`src/rtl/barrera_pkg.sv`:
```
// Shared constants for the parking-lot barrier controller: state encodings,
// default travel/hold times and the full-lot blink half-period.
package barrera_pkg;

    localparam logic [2:0] CERRADA  = 3'd0;
    localparam logic [2:0] ABRIENDO = 3'd1;
    localparam logic [2:0] ABIERTA  = 3'd2;
    localparam logic [2:0] CERRANDO = 3'd3;

    localparam int unsigned T_MOVE_DEF = 500;
    localparam int unsigned T_OPEN_DEF = 3000;

    localparam int unsigned BLINK_HALF = 250;

    // Exit is always allowed; entry only while the lot has room.
    function automatic logic acepta(input logic ent, input logic sal, input logic full);
        return sal | (ent & ~full);
    endfunction

endpackage

```
`src/rtl/barrera_ctrl_ms_timer.sv`:
```
// Millisecond down-counter: load wins over tick, done flags the tick that
// brings the count from 1 to 0.
module ms_timer #(
    parameter int unsigned TW = 12
) (
    input  logic          clk,
    input  logic          rst,
    input  logic          load,
    input  logic [TW-1:0] load_val,
    input  logic          tick,
    output logic [TW-1:0] cnt,
    output logic          done
);

    always_ff @(posedge clk or posedge rst) begin
        if (rst) begin
            cnt <= '0;
        end else if (load) begin
            cnt <= load_val;
        end else if (tick && (cnt != '0)) begin
            cnt <= cnt - TW'(1);
        end
    end

    assign done = tick && (cnt == TW'(1));

endmodule

```
`src/rtl/barrera_ctrl.sv`:
```
// Gate-barrier controller: open/hold/close FSM timed in ms, refuses entry
// while full. Optional full-lot red-light blink under `FULL_BLINK_EN.
module barrera_ctrl
    import barrera_pkg::*;
#(
    parameter int unsigned T_MOVE = T_MOVE_DEF,
    parameter int unsigned T_OPEN = T_OPEN_DEF,
    parameter int unsigned TW     = 12
) (
    input  logic       CLK,
    input  logic       RST,
    input  logic       tick_ms,
    input  logic       ent_req,
    input  logic       sal_req,
    input  logic       lleno,
    output logic       motor_abrir,
    output logic       motor_cerrar,
    output logic       barrera_abierta,
    output logic       luz_verde,
    output logic       luz_roja,
    output logic       rechazo,
    output logic [2:0] estado
);

    localparam logic [TW-1:0] TM = TW'(T_MOVE);
    localparam logic [TW-1:0] TO = TW'(T_OPEN);

    logic          acc;
    logic [2:0]    nstate;
    logic          tload;
    logic [TW-1:0] tval;
    logic [TW-1:0] tcnt;
    logic          tdone;
    logic          verde_nx;
    logic          roja_nx;

    ms_timer #(
        .TW(TW)
    ) u_timer (
        .clk      (CLK),
        .rst      (RST),
        .load     (tload),
        .load_val (tval),
        .tick     (tick_ms),
        .cnt      (tcnt),
        .done     (tdone)
    );

    always_comb begin
        acc    = acepta(ent_req, sal_req, lleno);
        nstate = estado;
        tload  = 1'b0;
        tval   = TM;
        case (estado)
            CERRADA: begin
                if (acc) begin
                    nstate = ABRIENDO;
                    tload  = 1'b1;
                    tval   = TM;
                end
            end
            ABRIENDO: begin
                if (tdone) begin
                    nstate = ABIERTA;
                    tload  = 1'b1;
                    tval   = TO;
                end
            end
            ABIERTA: begin
                if (acc) begin
                    tload = 1'b1;
                    tval  = TO;
                end else if (tdone) begin
                    nstate = CERRANDO;
                    tload  = 1'b1;
                    tval   = TM;
                end
            end
            CERRANDO: begin
                // Reopen for the distance already travelled; a reversal right at
                // the start of closing would otherwise load 0 and never expire.
                if (acc) begin
                    nstate = ABRIENDO;
                    tload  = 1'b1;
                    tval   = (tcnt == TM) ? TW'(1) : (TM - tcnt);
                end else if (tdone) begin
                    nstate = CERRADA;
                end
            end
            default: begin
                nstate = CERRADA;
            end
        endcase
        verde_nx = (nstate == ABIERTA);
    end

`ifdef FULL_BLINK_EN
    logic [7:0] blink_cnt;
    logic       blink_fase;
    logic       blink_act;
    logic       fase_nx;

    always_comb begin
        blink_act = lleno && (nstate == CERRADA);
        fase_nx   = blink_fase;
        if (!blink_act) begin
            fase_nx = 1'b1;
        end else if (tick_ms && (blink_cnt == 8'(BLINK_HALF - 1))) begin
            fase_nx = ~blink_fase;
        end
        roja_nx = blink_act ? fase_nx : ~verde_nx;
    end

    always_ff @(posedge CLK or posedge RST) begin
        if (RST) begin
            blink_cnt  <= '0;
            blink_fase <= 1'b1;
        end else begin
            blink_fase <= fase_nx;
            if (!blink_act) begin
                blink_cnt <= '0;
            end else if (tick_ms) begin
                blink_cnt <= (blink_cnt == 8'(BLINK_HALF - 1)) ? '0 : blink_cnt + 8'd1;
            end
        end
    end
`else
    assign roja_nx = ~verde_nx;
`endif

    always_ff @(posedge CLK or posedge RST) begin
        if (RST) begin
            estado          <= CERRADA;
            motor_abrir     <= 1'b0;
            motor_cerrar    <= 1'b0;
            barrera_abierta <= 1'b0;
            luz_verde       <= 1'b0;
            luz_roja        <= 1'b1;
            rechazo         <= 1'b0;
        end else begin
            estado          <= nstate;
            motor_abrir     <= (nstate == ABRIENDO);
            motor_cerrar    <= (nstate == CERRANDO);
            barrera_abierta <= (nstate == ABIERTA);
            luz_verde       <= verde_nx;
            luz_roja        <= roja_nx;
            rechazo         <= ent_req & lleno;
        end
    end

endmodule

```
`config.mk`:
```
export PLATFORM = sky130hd
export DESIGN_NAME = barrera_ctrl
export DESIGN_NICKNAME = d
export VERILOG_FILES = /design/src/rtl/barrera_pkg.sv /design/src/rtl/barrera_ctrl_ms_timer.sv /design/src/rtl/barrera_ctrl.sv
export SDC_FILE = /design/constraint.sdc
export NUM_CORES = 1
export LEC_CHECK = 0
export ABC_AREA = 1
export BUFFER_PORTS_ARGS = -buffer_cell sky130_fd_sc_hd__buf_2
export CAP_MARGIN = 20
export CORE_ASPECT_RATIO = 1.25
export CORE_UTILIZATION = 50
export CTS_CLUSTER_SIZE = 12
export DETAILED_ROUTE_END_ITERATION = 6
export PLACE_DENSITY = 0.72
export SETUP_SLACK_MARGIN = 0.1
export SYNTH_ARGS = -nofsm -noshare
export SYNTH_HDL_FRONTEND = slang
export SYNTH_SLANG_ARGS = --single-unit
```
`constraint.sdc`:
```
create_clock -name CLK -period 1.8 [get_ports CLK]
set_clock_uncertainty 0.15 [all_clocks]
set_input_delay 0.45 -clock CLK [delete_from_list [all_inputs] [get_ports CLK]]
set_output_delay 0.45 -clock CLK [all_outputs]
set_load 0.02 [all_outputs]
```
==> results.ini, run 1 <==
[run_status]
status=finished, violations left
failed_checks=setup timing

[setup_path]
reg2reg_depth=11
path_delay_family=simple AND/OR/NAND/NOR gates
cp.buffers_inverters=2
regToRegStartpoint=u_timer.cnt[1]$_DFFE_PP0P_
crit_required_ns=1.87
critPathCapture=u_timer.cnt[6]$_DFFE_PP0P_
cp-startpoint=u_timer.cnt[1]$_DFFE_PP0P_
reg2reg_slack_ns=-0.10
path_cells=inv_2 -> ha_4 -> nand2_4 -> nor3_4 -> nand2_2 -> a21oi_1 -> nand2_1 -> nand2_1 -> nand2_1 -> nand2_1 -> inv_1
crit_path_max_incr_delay_ns=0.43
cpMostUsedCell=nand2_1
slowest_stage=dfrtp_1
cp-start-kind=register
cp.depth=11
worstPathArrival_ns=1.97
r2r_end=u_timer.cnt[6]$_DFFE_PP0P_
critPathKind=reg2reg
endpoint_kind=register
path_max_fanout=4

[logic_synthesis]
netlist_top_cells_area=dfrtp_1 29%, nand2_1 19%, inv_1 7.4%, nand3_1 6.1%, nor2_1 6.0%
syn_area_per_cell_sq_um=6.65
synth_area_leader_cell=dfrtp_1
yosysSeqAreaShare_pct=30.8
yosys_register_bits=20
synthesis.area_sq_um=1630
ys_warn_count=0
syn_nets=254
yosys.area.top_type_share_pct=29.2
synthCells=245
post_synth_num_cell_types=29

[timing]
hold_viol=0
tns_ns=-0.598
fmax_ghz=0.525
min_period_ns=1.90
drv_slew=0
timing.final.ws_setup_ns=-0.104
finalCritPeriodShare_pct=106
setup_violations=13
rsz0062_at_grt=true

[cts]
cts-htree-levels=1
clock_insertion_delay_worst_skew_ns=0.30
cts_root_buf=clkbuf_4
clk_pin_slew_ns=0.12
postCtsHoldBufs=0
clock_sinks=20
cts_buffers=3
clk_path_buf_depth=2
cts_tree=yes

[power_and_ir_drop]
internal_power_mw=1.03
seq_power_share_pct=32.8
power.leakage_nw=1.19
sw_frac_of_total_pct=44.0
pwr-share-comb_pct=54.5
clkPwrFrac_pct=12.7
power.switching_mw=0.811
peakVddDrop_mv=0.801
powerDensity_nw_per_um2=841

[job]
maxCapViolCount=0

[route]
antenna_left=0
first_pass_iters=4
routed_wl_um=4410
vias_per_cell=5.05
dr.first_iter.drc_count=77
routedWlPerCell_um=13.1
vias=1698
drc=0

[placement]
dpl.hpwl_um=3230
place_congestion=0.920
port_buffers=14

[cells_and_area]
nFillCells=236
area_growth_pct=34.3
drive_above_1_share_pct=36.3
fin_nets=310
diodes=0
finish.utilization_pct=72.3

[floorplanning]
chipWidth_um=53.1
start_util_pct=53.8
rows=22
die_y_um=65.8
num_io_pins=15
coreArea_sq_um=3030
dieArea_sq_um=3490

[global_routing]
grt_pass1_vias=1594
grt_pass1_wl_um=6980
gr-total-overflow=0
grt_max_degree=21
track_usage_pct=27.5
grt_antenna_before_repair=0

[worst_hold_path]
min_path_type=in2async

cell usage in the layout (no fill, tap or decap), drive strengths merged, types with 2 or more instances in the layout:
| cell | n |
|---|---|
| dfrtp | 19 |
| a21oi | 6 |
| buf | 56 |
| inv | 34 |
| nand3 | 22 |
| xnor2 | 2 |
| nand2 | 87 |
| nor3 | 4 |
| nor2 | 33 |
| o21ai | 16 |
| clkbuf | 4 |
| xor2 | 8 |
| ha | 3 |
cell families (layout without fill, tap and decap cells):
| family | count (synthesis) | in the layout | share of synthesized area, % |
|---|---|---|---|
| and+or+nand+nor | 147 | 147 | 41.7 |
| adders and majority gates | 3 | 3 | 2.30 |
| xor gates and xnor gates | 10 | 10 | 5.37 |
| other | 1 | 1 | 0.230 |
| DFF | 20 | 20 | 30.8 |
| buffers and inverters | 39 | 94 | 10.8 |
| AOI/OAI and AO/OA | 25 | 25 | 8.75 |
routing by layer:
| metal | GRT usage (%) | vias to the layer above | wire length, um |
|---|---|---|---|
| met2 | 47.2 | 58 | 2270 |
| li1 | - | 865 | - |
| met3 | 2.99 | 17 | 242 |
| met5 | 0 | - | 0 |
| met1 | 35.3 | 758 | 1770 |
| met4 | 8.88 | 0 | 120 |
cell type report:
type	count	area [sq um]	area share [%]
inverters	34	133	6.06
clock buffers	4	26.3	1.20
flip-flops and latches	20	504	23.0
multi-input cells	186	1080	49.2
well taps	36	45.0	2.06
repair buffers	56	404	18.5
per-stage QoR:
step | area [sq um] | std cells | hold slack [ns] | power (mW) | setup slack [ns]
floorplan | 1630 | 245 | 0.263 | 1.17 | 0.104
global placement | 1960 | 325 | 0.340 | 1.41 | -0.0423
detailed placement | 1960 | 325 | 0.346 | 1.43 | -0.0621
CTS | 2070 | 330 | 0.00975 | 1.73 | -0.0665
global route | 2190 | 336 | 0.0203 | 1.98 | -0.197
finish | 2190 | 336 | 0.000231 | 1.84 | -0.104
state kept, by name, summed over array words and instances, names as in the netlist:
| name | cells |
|---|---|
| motor_abrir | 1 |
| motor_cerrar | 1 |
| u_timer.cnt | 12 |
| estado | 3 |
| luz_verde | 1 |
| luz_roja | 1 |
| rechazo | 1 |
worst reg2reg max path, stage by stage, from the launching register on:
cell     delay [ns]
dfrtp_1        0.43
inv_2          0.13
ha_4           0.15
nand2_4        0.05
nor3_4         0.21
nand2_2        0.12
a21oi_1        0.27
nand2_1        0.09
nand2_1        0.07
nand2_1        0.05
nand2_1        0.05
inv_1          0.04
power groups by stage:
stage / registers [mW] / clock network (mW) / logic (mW)
after floorplan: 0.588 / 0 / 0.579
after global placement: 0.591 / 0 / 0.817
after CTS: 0.587 / 0.235 / 0.908
after detailed placement: 0.593 / 0 / 0.833
final: 0.605 / 0.233 / 1.00
after global routing: 0.613 / 0.258 / 1.11
how the worst min path moves through the flow:
stage / startpoint / end / slack [ns] / cells after the start
4_1_cts: RST / motor_abrir$_DFF_PP0_ / 0.01 / 3
5_1_grt: RST / motor_abrir$_DFF_PP0_ / 0.02 / 3
6_report: RST / rechazo$_DFF_PP0_ / 0.0002 / 3
3_5_place_dp: RST / luz_verde$_DFF_PP0_ / 0.35 / 3
3_3_place_gp: RST / luz_verde$_DFF_PP0_ / 0.34 / 3
2_1_floorplan: RST / estado[0]$_DFF_PP0_ / 0.26 / 1
synthesized netlist by cell type (all sizes together):
cell type and instances:
nand2 87, ha 3, nor2 33, o211ai 1, o21ai 16, nand4 1, xor2 8, inv 34
a31oi 1, xnor2 2, nor3 4, dfstp 1, conb 1, dfrtp 19, a21o 1, a21oi 6
nand3 22, buf 5
what timing repair did:
item                                    in CTS  in global routing
pin swaps                                    9                 23
setup buffers                                1                  6
endpoints found under the setup margin      17                 18
resized for setup                           22                 25
No activity file was read; power rests on OpenSTA's default activity.
==> run 2: changes to the inputs <==
CELL_PAD_IN_SITES_DETAIL_PLACEMENT = 0   (was default)
CELL_PAD_IN_SITES_GLOBAL_PLACEMENT = 2   (was default)
CORE_UTILIZATION = 29   (was 50)
PLACE_DENSITY = default   (was 0.72)
PLACE_DENSITY_LB_ADDON = 0.1   (was default)
==> run 2 against run 1 <==
The run still ends with setup timing left. Global-route usage is 8.1 points lower. Largest cell class unchanged. Critical path depth increased by 2. Power rose by 8.9%. Routed wire length up 20%. Critical endpoint is now u_timer.cnt[11]$_DFFE_PP0P_. First-iteration DRC count fell by 27%. Combinational power increased by 5%. Critical path type unchanged. Sequential power down 3%. Clock power increased by 57%.
==> results.ini, run 2 (same netlist as run 1, synthesis figures left out) <==
[cells_and_area]
top_regs=u_timer.cnt: 12 flops, estado: 3 flops
layout_common_cells=64 x nand2_1, 51 x buf_4, 30 x inv_1
design_area_sq_um=2390
final_common_cell=nand2_1
fin_nets=323
largest_reg_flops=12
nFillCells=580
area_growth_pct=46.6
finish.utilization_pct=44.2
top_register=u_timer.cnt
fin_cells=377
drive_above_1_share_pct=42.2
diodes=0

[route]
vias=1751
routed_wl_um=5310
vias_per_cell=4.64
antenna_left=0
dr.first_iter.drc_count=56
drc=0
first_pass_iters=4
routedWlPerCell_um=14.1

[power_and_ir_drop]
power.leakage_nw=1.29
powerDensity_nw_per_um2=840
peakVddDrop_mv=0.455

[global_routing]
grt_pass1_wl_um=8740
grt_max_degree=21
gr-total-overflow=0
track_usage_pct=19.4
grt_pass1_vias=1741
grt_antenna_before_repair=0

[setup_path]
crit_path_max_incr_delay_ns=0.41
reg2reg_depth=13
crit_required_ns=1.80
critPathCapture=u_timer.cnt[11]$_DFFE_PP0P_
slowest_stage=dfrtp_1
endpoint_kind=register
path_max_fanout=5
regToRegStartpoint=u_timer.cnt[1]$_DFFE_PP0P_
path_cells=inv_2 -> ha_4 -> nand2_4 -> nor3_4 -> nand3_2 -> nand2_4 -> buf_6 -> nor2_4 -> buf_12 -> nand2_2 -> nand3_2 -> nand2_1 -> nand2_1
cp-startpoint=u_timer.cnt[1]$_DFFE_PP0P_
r2r_end=u_timer.cnt[11]$_DFFE_PP0P_
critPathKind=reg2reg
cp-start-kind=register
reg2reg_slack_ns=-0.08
worstPathArrival_ns=1.88

[placement]
dp_slack_ns=-0.185
place_congestion=0.826
dpl.hpwl_um=4350
place_area_sq_um=2140
dp.cells=370
port_buffers=14

[cts]
cts_root_buf=clkbuf_8
clock_sinks=20
postCtsHoldBufs=0
clock_insertion_delay_worst_skew_ns=0.27
cts_tree=yes
cts-htree-levels=1
clk_path_buf_depth=2
cts_buffers=3
clk_pin_slew_ns=0.09

[floorplanning]
num_io_pins=15
dieArea_sq_um=5930
rows=30
coreArea_sq_um=5410
start_util_pct=30.2
chipWidth_um=69.1
die_y_um=85.8

[timing]
min_period_ns=1.88
drv_slew=0
fmax_ghz=0.533
tns_ns=-0.449
timing.final.ws_setup_ns=-0.0765
rsz0062_at_grt=true
finalCritPeriodShare_pct=104
hold_viol=0
setup_violations=13

[run_status]
status=finished, violations left
failed_checks=setup timing

[job]
maxCapViolCount=0

[worst_hold_path]
min_path_type=in2async

==> run 2: worst min path at each step <==
| stage | slack [ns] | cells past startpoint | startpoint | endpoint |
|---|---|---|---|---|
| 5_1_grt | 0.11 | 3 | RST | luz_verde$_DFF_PP0_ |
| 3_5_place_dp | 0.36 | 3 | RST | luz_verde$_DFF_PP0_ |
| 6_report | 0.05 | 3 | RST | motor_cerrar$_DFF_PP0_ |
| 2_1_floorplan | 0.26 | 1 | RST | estado[0]$_DFF_PP0_ |
| 4_1_cts | 0.06 | 3 | RST | motor_cerrar$_DFF_PP0_ |
| 3_3_place_gp | 0.35 | 3 | RST | u_timer.cnt[3]$_DFFE_PP0P_ |
==> run 2: worst max-delay path, delay by kind of cell, from the launching register on <==
family | cells | cell delay, ns
flops | 1 | 0.41
simple gates | 9 | 0.75
buf+inv | 3 | 0.32
fa+ha+maj | 1 | 0.13
==> run 2: metal layers <==
layer	global-route usage (%)	share of wire (%)
met4	10.9	4.3
met3	2.59	2.5
met1	20.6	39
met2	36.6	54
met5	0	0
==> run 2: power breakdown <==
group	total [mW]	internal (mW)	switching [mW]
sequential	0.589	0.511	0.0778
clock	0.365	0.195	0.170
combinational	1.05	0.454	0.598
total	2.01	1.16	0.846
==> run 2: timing repair <==
item / 4_1_cts / 5_1_grt
resized for setup: 33 / 18
setup endpoints to repair: 17 / 18
gates cloned: 0 / 0
pin swaps: 8 / 8
setup buffers: 2 / 1
==> run 2: per-stage QoR <==
stage / hold slack (ns) / power, mW
6_report: 0.0503 / 2.01
4_1_cts: 0.0551 / 2.00
5_1_grt: 0.106 / 2.15
3_3_place_gp: 0.350 / 1.56
3_5_place_dp: 0.357 / 1.54
2_1_floorplan: 0.263 / 1.17
==> run 2: final cells by class <==
cell class	instances	area, sq um	area share [%]
Inverter	34	133	5.55
Sequential cell	20	502	21.0
Clock buffer	4	55.1	2.30
Multi-Input combinational cell	186	1110	46.4
Tap cell	64	80.1	3.35
Timing Repair Buffer	69	510	21.4
==> run 3: changes to the inputs <==
ABC_AREA = 0   (was 1)
CORE_UTILIZATION = 32   (was 29)
==> run 3 against run 2 <==
Register-to-register slack worse by 0.46 ns. Power up 11%. Largest cell class unchanged. The run ends with DRC, setup timing left. First-iteration DRC count up 39%.
==> results.ini, run 3 <==
[setup_path]
r2r_end=u_timer.cnt[0]$_DFFE_PP0P_
regToRegStartpoint=u_timer.cnt[3]$_DFFE_PP0P_
path_delay_family=simple AND/OR/NAND/NOR gates
cp-start-kind=register
path_max_fanout=5
reg2reg_depth=7
cp.depth=7
crit_required_ns=1.80
critPathCapture=u_timer.cnt[0]$_DFFE_PP0P_
cp.buffers_inverters=1
slowest_stage=dfrtp_1
cp-startpoint=u_timer.cnt[3]$_DFFE_PP0P_
critPathKind=reg2reg
reg2reg_slack_ns=-0.54
path_cells=nor4_4 -> nand4_1 -> or3_4 -> a31oi_1 -> buf_4 -> o21ai_2 -> a221o_1
crit_path_max_incr_delay_ns=0.45
endpoint_kind=register
worstPathArrival_ns=2.34

[timing]
relSlewSlack_pct=61.0
rsz0062_at_grt=true
fmax_ghz=0.427
setup_violations=18
finalCritPeriodShare_pct=130
tns_ns=-6.73
timing.final.ws_setup_ns=-0.540
drv_slew=0
hold_viol=0
worstMarginPinSlew_ns=0.585
min_period_ns=2.34

[logic_synthesis]
synth-main-ff-cell=dfrtp_1
synth_top_cells_by_count=19 x dfrtp_1, 13 x nand2_1, 12 x nor2_1, 12 x nor3_1, 11 x a21oi_1
synthCells=183
yosys_register_bits=20
syn_nets=192
syn_area_per_cell_sq_um=8.52
synth_edf_count=0
synthesis.area_sq_um=1560
post_synth_num_cell_types=59
ys_warn_count=0
synth_area_leader_cell=dfrtp_1
synth-async-reset-ratio_pct=100
netlist_top_cells_area=dfrtp_1 30%, nor3_1 3.9%, a21oi_1 3.5%, nand2_1 3.1%, o21ai_0 2.9%
yosysSeqAreaShare_pct=32.2
yosys.area.top_type_share_pct=30.5
yosysMostFrequentCell=dfrtp_1

[route]
dr.first_iter.drc_count=78
vias=1788
first_pass_iters=6
vias_per_cell=5.47
routed_wl_um=5570
antenna_left=0
drc=1
routedWlPerCell_um=17.0

[power_and_ir_drop]
sw_frac_of_total_pct=39.4
powerDensity_nw_per_um2=878
peakVddDrop_mv=0.315
power.switching_mw=0.882
clkPwrFrac_pct=17.0
pwr-share-comb_pct=55.6
internal_power_mw=1.35
power.leakage_nw=1.12
seq_power_share_pct=27.4
report.power.total_mw=2.24

[global_routing]
grt_antenna_before_repair=0
grt_pass1_wl_um=9130
grt_pass1_vias=1878
gr-total-overflow=0
track_usage_pct=23.0
grt_max_degree=21

[run_status]
status=finished, violations left
failed_checks=DRC, setup timing

[cells_and_area]
fin_cells=327
top_register=u_timer.cnt
finish.utilization_pct=54.2
top_regs=u_timer.cnt: 12 flops, estado: 3 flops
layout_common_cells=68 x buf_4, 19 x dfrtp_1, 13 x nand2_1, 13 x buf_2, 11 x buf_6
largest_reg_flops=12
area_growth_pct=63.2
design_area_sq_um=2540
final_common_cell=buf_4
drive_above_1_share_pct=52.4
fin_nets=277
diodes=0

[placement]
place_congestion=0.806
place_area_sq_um=2180
dp.cells=313
dpl.hpwl_um=3950
port_buffers=14

[cts]
cts_buffers=3
clk_path_buf_depth=2
cts_tree=yes
clock_insertion_delay_worst_skew_ns=0.27
clock_sinks=20
cts_root_buf=clkbuf_8
cts-htree-levels=1
clk_pin_slew_ns=0.09

[floorplanning]
die_y_um=80.0
coreArea_sq_um=4690
num_io_pins=15
dieArea_sq_um=5160
rows=28
start_util_pct=33.2
chipWidth_um=64.4

[job]
maxCapViolCount=0

[worst_hold_path]
min_path_type=in2async

[run 3: tightest hold or removal path, cell delays in order]
cell	delay, ns
buf_2	0.09
inv_1	0.04
buf_4	0.28
[run 3: what timing repair did]
action | CTS | global route
pin swaps | 18 | 8
buffers inserted | 7 | 4
hold buffers | 0 | 0
endpoints found under the setup margin | 19 | 20
resized for setup | 38 | 14
[run 3: worst min-delay path by stage]
stage | from | to | slack [ns] | cells after the start
finish | RST | luz_verde$_DFF_PP0_ | 0.05 | 3
global route | RST | estado[1]$_DFF_PP0_ | 0.09 | 3
CTS | RST | motor_cerrar$_DFF_PP0_ | 0.07 | 3
detailed placement | RST | luz_verde$_DFF_PP0_ | 0.36 | 3
global placement | RST | motor_abrir$_DFF_PP0_ | 0.34 | 3
floorplan | RST | estado[0]$_DFF_PP0_ | 0.26 | 1
[run 3: cell type report]
class                   count  area [sq um]
fillers                   457          2150
multi-input cells         143          1150
repair buffers             94           739
flip-flops and latches     20           502
well taps                  60          75.1
clock buffers               4          55.1
inverters                   6          22.5
[run 3: logic make-up after synthesis]
family / after synthesis / synth area share, %
DFF: 20 / 32.2
and+or+nand+nor: 75 / 27.4
buffers and inverters: 20 / 6.58
adders and majority gates: 3 / 2.41
other: 1 / 0.241
AOI/OAI and AO/OA: 60 / 29.0
xor gates and xnor gates: 4 / 2.25
[run 3: power by group through the flow]
stage               combinational [mW]  sequential, mW  clock [mW]
global route                      1.34           0.621       0.395
floorplan                        0.615           0.586           0
finish                            1.24           0.612       0.381
detailed placement                1.07           0.601           0
CTS                               1.17           0.607       0.377
global placement                  1.06           0.599           0
[run 3: routing by layer]
| layer | GRT usage (%) | vias up | routed length [um] |
|---|---|---|---|
| met3 | 2.29 | 12 | 177 |
| met5 | 0 | - | 0 |
| li1 | - | 855 | - |
| met2 | 41.3 | 43 | 2860 |
| met4 | 9.11 | 0 | 142 |
| met1 | 27.8 | 878 | 2390 |
[run 3: metrics by stage]
| step | worst slack [ns] | hold slack [ns] |
|---|---|---|
| after floorplan | -0.578 | 0.263 |
| after global placement | -0.603 | 0.345 |
| after detailed placement | -0.601 | 0.361 |
| after CTS | -0.529 | 0.0699 |
| after global routing | -0.618 | 0.0910 |
| final | -0.540 | 0.0486 |
